File: config.mk
export PLATFORM = sky130hd
export DESIGN_NAME = uart_tx_sched_flat
export DESIGN_NICKNAME = d
export VERILOG_FILES = /design/src/rtl/uart_tx_sched_if.sv /design/src/rtl/uart_tx_sched.sv /design/src/flat_wrapper.sv
export SDC_FILE = /design/constraint.sdc
export NUM_CORES = 1
export LEC_CHECK = 0
export ABC_AREA = 1
export CORE_ASPECT_RATIO = 0.75
export CORE_MARGIN = 1.5
export CORE_UTILIZATION = 26
export CTS_BUF_LIST = sky130_fd_sc_hd__clkbuf_2 sky130_fd_sc_hd__clkbuf_4 sky130_fd_sc_hd__clkbuf_8
export DETAILED_ROUTE_END_ITERATION = 10
export PLACE_DENSITY_LB_ADDON = 0.05
export REMOVE_ABC_BUFFERS = 1
export SETUP_SLACK_MARGIN = 0.02
export SLEW_MARGIN = 20
export SYNTH_ARGS = -nofsm -noshare
export SYNTH_HDL_FRONTEND = slang
export SYNTH_SLANG_ARGS = --single-unit
File: constraint.sdc
create_clock -name clk -period 2.1 [get_ports clk]
set_input_delay 0.525 -clock clk [delete_from_list [all_inputs] [get_ports clk]]
set_output_delay 0.525 -clock clk [all_outputs]
set_load 0.02 [all_outputs]
File: src/rtl/uart_tx_sched_if.sv
// Bus between byte sources / serializer and the uart_tx_sched scheduler.
//
// Handshake rule: a requester raises req_valid[i] with its byte on
// req_data[8i+7:8i] and holds both stable until it sees req_ready[i]=1 for
// one cycle; that cycle is the transfer. Valid dropped before the grant edge
// means no transfer.
//
// Signals:
//   req_valid  client -> sched   per-requester byte valid
//   req_data   client -> sched   byte for requester i at [8i+7:8i]
//   req_ready  sched  -> client  one-hot accept pulse
//   start_tx   sched  -> ser     one-cycle launch pulse
//   data_tx    sched  -> ser     byte to send, held until frame end
//   done_tx    ser    -> sched   frame-complete pulse
//   busy       sched  -> any     high whenever the scheduler is not idle
//   grant_id   sched  -> any     index of the requester last granted
//   wdog_err   sched  -> any     sticky: a frame was ended by the watchdog
//   clr_err    any    -> sched   synchronous clear of wdog_err
//   dbg_state  sched  -> any     current FSM state for observation
// Modports: master (client/serializer side), slave (scheduler).
interface uart_tx_sched_if #(
    parameter int NUM_REQ = 4
);
    localparam int ID_W = (NUM_REQ > 1) ? $clog2(NUM_REQ) : 1;

    logic [NUM_REQ-1:0]   req_valid;
    logic [8*NUM_REQ-1:0] req_data;
    logic [NUM_REQ-1:0]   req_ready;
    logic                 start_tx;
    logic [7:0]           data_tx;
    logic                 done_tx;
    logic                 busy;
    logic [ID_W-1:0]      grant_id;
    logic                 wdog_err;
    logic                 clr_err;
    logic [1:0]           dbg_state;

    modport master (
        output req_valid, req_data, done_tx, clr_err,
        input  req_ready, start_tx, data_tx, busy, grant_id, wdog_err, dbg_state
    );

    modport slave (
        input  req_valid, req_data, done_tx, clr_err,
        output req_ready, start_tx, data_tx, busy, grant_id, wdog_err, dbg_state
    );
endinterface

File: src/rtl/uart_tx_sched.sv
// Round-robin scheduler sharing one UART transmitter among NUM_REQ byte
// sources. Accepts one byte per frame, launches the serializer with a
// one-cycle start pulse, waits for frame completion (or a watchdog timeout),
// optionally idles GAP_CYC cycles, then re-arbitrates.
//
// Ports:
//   clk    system clock
//   rst_n  asynchronous active-low reset
//   bus    uart_tx_sched_if.slave (requests, serializer link, status)
module uart_tx_sched #(
    parameter int NUM_REQ  = 4,
    parameter int SYS_CLK  = 50_000_000,
    parameter int BPS      = 9600,
    parameter int WDOG_CYC = (SYS_CLK / BPS) * 11,
    parameter int GAP_CYC  = 0
) (
    input  logic           clk,
    input  logic           rst_n,
    uart_tx_sched_if.slave bus
);
    localparam int ID_W  = (NUM_REQ > 1) ? $clog2(NUM_REQ) : 1;
    localparam int WD_W  = $clog2(WDOG_CYC + 1);
    localparam int GAP_W = $clog2(GAP_CYC + 2);

    localparam logic [1:0] S_IDLE   = 2'd0;
    localparam logic [1:0] S_LAUNCH = 2'd1;
    localparam logic [1:0] S_WAIT   = 2'd2;
    localparam logic [1:0] S_GAP    = 2'd3;

    localparam logic [WD_W-1:0]  WD_LAST  = WD_W'(WDOG_CYC - 1);
    localparam logic [GAP_W-1:0] GAP_LAST = GAP_W'((GAP_CYC > 0) ? GAP_CYC - 1 : 0);
    localparam logic [ID_W-1:0]  ID_LAST  = ID_W'(NUM_REQ - 1);

    logic [1:0]         state;
    logic [ID_W-1:0]    rr_ptr;
    logic [WD_W-1:0]    wd_cnt;
    logic [GAP_W-1:0]   gap_cnt;

    logic               win_found;
    logic [ID_W-1:0]    win_idx;
    logic [ID_W-1:0]    cand;
    logic [NUM_REQ-1:0] win_vec;
    logic               wd_hit;
    logic               wd_set;

    // Scan from the highest offset down so the lowest offset from rr_ptr
    // (the first set bit at or after the pointer, with wrap) is written last.
    always_comb begin
        win_found = 1'b0;
        win_idx   = '0;
        cand      = '0;
        win_vec   = '0;
        for (int k = NUM_REQ - 1; k >= 0; k--) begin
            cand = ID_W'((int'(rr_ptr) + k) % NUM_REQ);
            if (bus.req_valid[cand]) begin
                win_found = 1'b1;
                win_idx   = cand;
            end
        end
        win_vec[win_idx] = win_found;
    end

    assign wd_hit = (wd_cnt == WD_LAST);
    // done_tx on the final watchdog cycle is a normal completion.
    assign wd_set = (state == S_WAIT) && wd_hit && !bus.done_tx;

    assign bus.busy      = (state != S_IDLE);
    assign bus.dbg_state = state;

    always_ff @(posedge clk or negedge rst_n) begin
        if (!rst_n) begin
            state         <= S_IDLE;
            rr_ptr        <= '0;
            wd_cnt        <= '0;
            gap_cnt       <= '0;
            bus.req_ready <= '0;
            bus.start_tx  <= 1'b0;
            bus.data_tx   <= '0;
            bus.grant_id  <= '0;
            bus.wdog_err  <= 1'b0;
        end else begin
            bus.req_ready <= '0;
            bus.start_tx  <= 1'b0;

            // A timeout in the same cycle as a clear leaves the error set.
            if (wd_set) begin
                bus.wdog_err <= 1'b1;
            end else if (bus.clr_err) begin
                bus.wdog_err <= 1'b0;
            end

            case (state)
                S_IDLE: begin
                    if (win_found) begin
                        state         <= S_LAUNCH;
                        bus.req_ready <= win_vec;
                        bus.start_tx  <= 1'b1;
                        bus.data_tx   <= bus.req_data[{win_idx, 3'b000} +: 8];
                        bus.grant_id  <= win_idx;
                        rr_ptr        <= (win_idx == ID_LAST) ? '0 : win_idx + 1'b1;
                    end
                end
                S_LAUNCH: begin
                    state  <= S_WAIT;
                    wd_cnt <= '0;
                end
                S_WAIT: begin
                    if (bus.done_tx || wd_hit) begin
                        state   <= (GAP_CYC == 0) ? S_IDLE : S_GAP;
                        gap_cnt <= '0;
                    end else begin
                        wd_cnt <= wd_cnt + 1'b1;
                    end
                end
                S_GAP: begin
                    if (gap_cnt == GAP_LAST) begin
                        state <= S_IDLE;
                    end else begin
                        gap_cnt <= gap_cnt + 1'b1;
                    end
                end
                default: state <= S_IDLE;
            endcase
        end
    end
endmodule

File: src/flat_wrapper.sv
// flat-port wrapper written by rule: the top's interface ports become plain ports
module uart_tx_sched_flat 
#(
    parameter int NUM_REQ  = 4,
    parameter int SYS_CLK  = 50_000_000,
    parameter int BPS      = 9600,
    parameter int WDOG_CYC = (SYS_CLK / BPS) * 11,
    parameter int GAP_CYC  = 0
)
  (clk, rst_n, bus_req_valid, bus_req_data, bus_done_tx, bus_clr_err, bus_req_ready, bus_start_tx, bus_data_tx, bus_busy, bus_grant_id, bus_wdog_err, bus_dbg_state);
  uart_tx_sched_if #(.NUM_REQ(NUM_REQ)) bus_i ();
  input  logic clk;
  input  logic rst_n;
  input wire logic [$bits(bus_i.req_valid)-1:0] bus_req_valid;
  input wire logic [$bits(bus_i.req_data)-1:0] bus_req_data;
  input wire logic [$bits(bus_i.done_tx)-1:0] bus_done_tx;
  input wire logic [$bits(bus_i.clr_err)-1:0] bus_clr_err;
  output wire logic [$bits(bus_i.req_ready)-1:0] bus_req_ready;
  output wire logic [$bits(bus_i.start_tx)-1:0] bus_start_tx;
  output wire logic [$bits(bus_i.data_tx)-1:0] bus_data_tx;
  output wire logic [$bits(bus_i.busy)-1:0] bus_busy;
  output wire logic [$bits(bus_i.grant_id)-1:0] bus_grant_id;
  output wire logic [$bits(bus_i.wdog_err)-1:0] bus_wdog_err;
  output wire logic [$bits(bus_i.dbg_state)-1:0] bus_dbg_state;
  assign bus_i.req_valid = bus_req_valid;
  assign bus_i.req_data = bus_req_data;
  assign bus_i.done_tx = bus_done_tx;
  assign bus_i.clr_err = bus_clr_err;
  assign bus_req_ready = bus_i.req_ready;
  assign bus_start_tx = bus_i.start_tx;
  assign bus_data_tx = bus_i.data_tx;
  assign bus_busy = bus_i.busy;
  assign bus_grant_id = bus_i.grant_id;
  assign bus_wdog_err = bus_i.wdog_err;
  assign bus_dbg_state = bus_i.dbg_state;
  uart_tx_sched #(.NUM_REQ(NUM_REQ), .SYS_CLK(SYS_CLK), .BPS(BPS), .WDOG_CYC(WDOG_CYC), .GAP_CYC(GAP_CYC)) u_core (.clk(clk), .rst_n(rst_n), .bus(bus_i));
endmodule
==> impl_metrics.py <==
metrics = {
    "outcome": {
        "status": "completed",
    },
    "placed_design": {
        "post-place-cells": 514,
        "pre_cts_slack_ps": -167,
        "gp_congestion": 0.746,
        "placed_area_um2": 3200,
        "dp_hpwl_um": 4710,
        "place.port_buffers": 58,
    },
    "flow_run": {
        "cap_violations": 0,
    },
    "floorplan": {
        "fp.dieH_um": 86.1,
        "num_rows": 30,
        "num_io_pins": 59,
        "initial_core_util_pct": 26.6,
        "core-area_um2": 9010,
        "dieArea_um2": 9800,
        "fp.dieW_um": 114,
    },
    "clocking": {
        "cts_max_level": 2,
        "cts_sinks": 36,
        "cts_tree": "built",
        "insertion_delay_ps": 290,
        "clockBufferDepth": 2,
        "clockRootBuffer": "clkbuf_8",
        "ctsHoldBuffers": 0,
        "path_clk_slew_ps": 70,
        "numCtsBuffers": 5,
    },
    "final_layout": {
        "final_cell_mix": "nand2_1, inv_1, clkdlybuf4s50_1",
        "drive_gt1_share_pct": 18.8,
        "syn2layout_area_growth_pct": 40.6,
        "antennaDiodeCount": 0,
        "fin_util_pct": 37.3,
        "nNetsFinal": 456,
        "stdcell_count": 526,
        "final_common_cell": "nand2_1",
        "postLayoutCellArea_um2": 3360,
    },
    "route": {
        "drtPass1Iterations": 4,
        "initialDrtViolationCount": 93,
        "vias_per_cell": 4.35,
        "drtAntennaViolNets": 0,
        "wire_per_inst_um": 11.8,
        "via_count": 2289,
        "drt_wl_total_um": 6200,
        "drc": 0,
    },
    "setup_path": {
        "critPathArrivalTime_ps": 2100,
        "slowest_delay_ps": 470,
        "cp_cell_sequence": "clkdlybuf4s50_1 > inv_1 > nand2_1 > nand3_2 > nand2_2 > nand3_4 > nand3_4 > nand2_8 > ha_1 > nand2_1 > o21ai_0",
        "cp_max_fo": 13,
        "crit_required_ps": 2270,
        "cp-end-kind": "flip-flop",
        "critPathSlowestCell": "clkdlybuf4s50_1",
        "critPathKind": "primary input to flip-flop",
        "start_kind": "primary input",
    },
    "logic_synthesis": {
        "netlist.area_leader.share_pct": 37.6,
        "synth_area_um2": 2390,
        "ys_seq_area_share_pct": 37.6,
        "avgSynthCellArea_um2": 7.30,
        "netlist-cell-type-count": 35,
        "synth_warnings": 0,
        "ys_seq_elements": 36,
        "synthCells": 328,
        "synth.area.top_cells": "dfrtp_1, nand2_1, inv_1, nand3_1, nand2_2",
        "synth_top_area_cell": "dfrtp_1",
    },
    "timing": {
        "hold_viol_final": 0,
        "whs_ps": 269,
        "maxClockFrequency_mhz": 517,
        "setup_tns_ps": 0,
        "slew_headroom_pct": 67.7,
        "fin_crit_sh_pct": 92.0,
        "fin_ws_ps": 168,
        "worstMarginPinSlew_ps": 485,
        "rsz0062_at_grt": "true",
        "finalMaxSlewViolations": 0,
        "layout_min_cycle_time_ps": 1930,
        "clock_skew_ps": 6.35,
        "setup_violations": 0,
    },
    "grt": {
        "grt_max_degree": 37,
        "grt_usage_pct": 13.8,
        "grt_pass1_wl_um": 10900,
        "first_global_vias": 2267,
        "grt_antenna_before_repair": 0,
        "gr-total-overflow": 0,
    },
    "power_and_ir_drop": {
        "p_per_area_nw_per_um2": 1490,
        "ir_drop_mv": 0.647,
        "power_mw": 5.00,
        "p_leak_nw": 1.68,
    },
    "min_path": {
        "hold_path_class": "primary input to asynchronous set/reset pin",
    },
}
==> cell families after synthesis <==
family / synth area share (%)
xor gates and xnor gates: 1.10
buffers and inverters: 13.9
DFF: 37.6
muxes: 0.836
and+or+nand+nor: 39.6
adders and majority gates: 1.05
AOI/OAI and AO/OA: 5.96
==> Yosys cell counts (all sizes together) <==
cell type,instances
a21oi,3
a22oi,1
a2bb2oi,1
a31oi,1
buf,8
dfrtp,36
ha,2
inv,63
mux2i,2
nand2,108
nand3,47
nand4,4
nor2,24
nor3,7
nor3b,1
o211ai,2
o21ai,11
o22ai,3
o32ai,1
xnor2,1
xor2,2
==> registers in the layout, summed over array words and instances, names as in the netlist <==
register              cells
u_core.bus.data_tx        8
u_core.bus.dbg_state      2
u_core.bus.grant_id       2
u_core.bus.req_ready      4
u_core.bus.start_tx       1
u_core.bus.wdog_err       1
u_core.rr_ptr             2
u_core.wd_cnt            16
==> where the power goes <==
| group | switching, mW | total, mW | internal [mW] |
|---|---|---|---|
| combinational | 1.89 | 3.40 | 1.51 |
| sequential | 0.169 | 1.06 | 0.896 |
| clock | 0.244 | 0.536 | 0.292 |
| total | 2.30 | 5.00 | 2.70 |
==> per-layer routing <==
| layer | vias up | part of all wire (%) | GRT usage (%) |
|---|---|---|---|
| met5 | - | 0 | 0 |
| met4 | 0 | 0.27 | 2.73 |
| met3 | 2 | 5.3 | 3.60 |
| met2 | 42 | 43 | 22.0 |
| met1 | 1057 | 51 | 19.1 |
| li1 | 1188 | - | - |
==> timing repair <==
item,CTS,global route
hold endpoints to repair,0,0
buffers inserted,0,5
endpoints found under the setup margin,0,13
resized for setup,0,5
==> critical path: cells and delay by family <==
family                   cells  cell delay (ps)
adder cells (fa/ha/maj)      1              300
AO/OA/AOI/OAI                1               70
buffers and inverters        2              520
AND/OR/NAND/NOR              7              680
==> final cells by class <==
| cell class | count | area, µm² |
|---|---|---|
| fillers | 988 | 5640 |
| well taps | 112 | 140 |
| flip-flops and latches | 36 | 902 |
| multi-input cells | 221 | 1160 |
| repair buffers | 87 | 816 |
| clock buffers | 7 | 96.3 |
| inverters | 63 | 246 |
==> path summary, 6_finish.rpt <==
kind	from	to	slack [ps]	depth (start not counted)
max	bus_req_valid[1]	u_core.rr_ptr[1]	170	11
max reg2reg	u_core.wd_cnt[0]	u_core.wd_cnt[10]	240	10
min in group clk	u_core.wd_cnt[15]	u_core.wd_cnt[15]	450	1
min	rst_n	u_core.wd_cnt[15]	270	2
min reg2reg	u_core.wd_cnt[15]	u_core.wd_cnt[15]	450	1
max in group asynchronous	rst_n	u_core.rr_ptr[0]	1460	2
No activity file was read; power rests on OpenSTA's default activity.
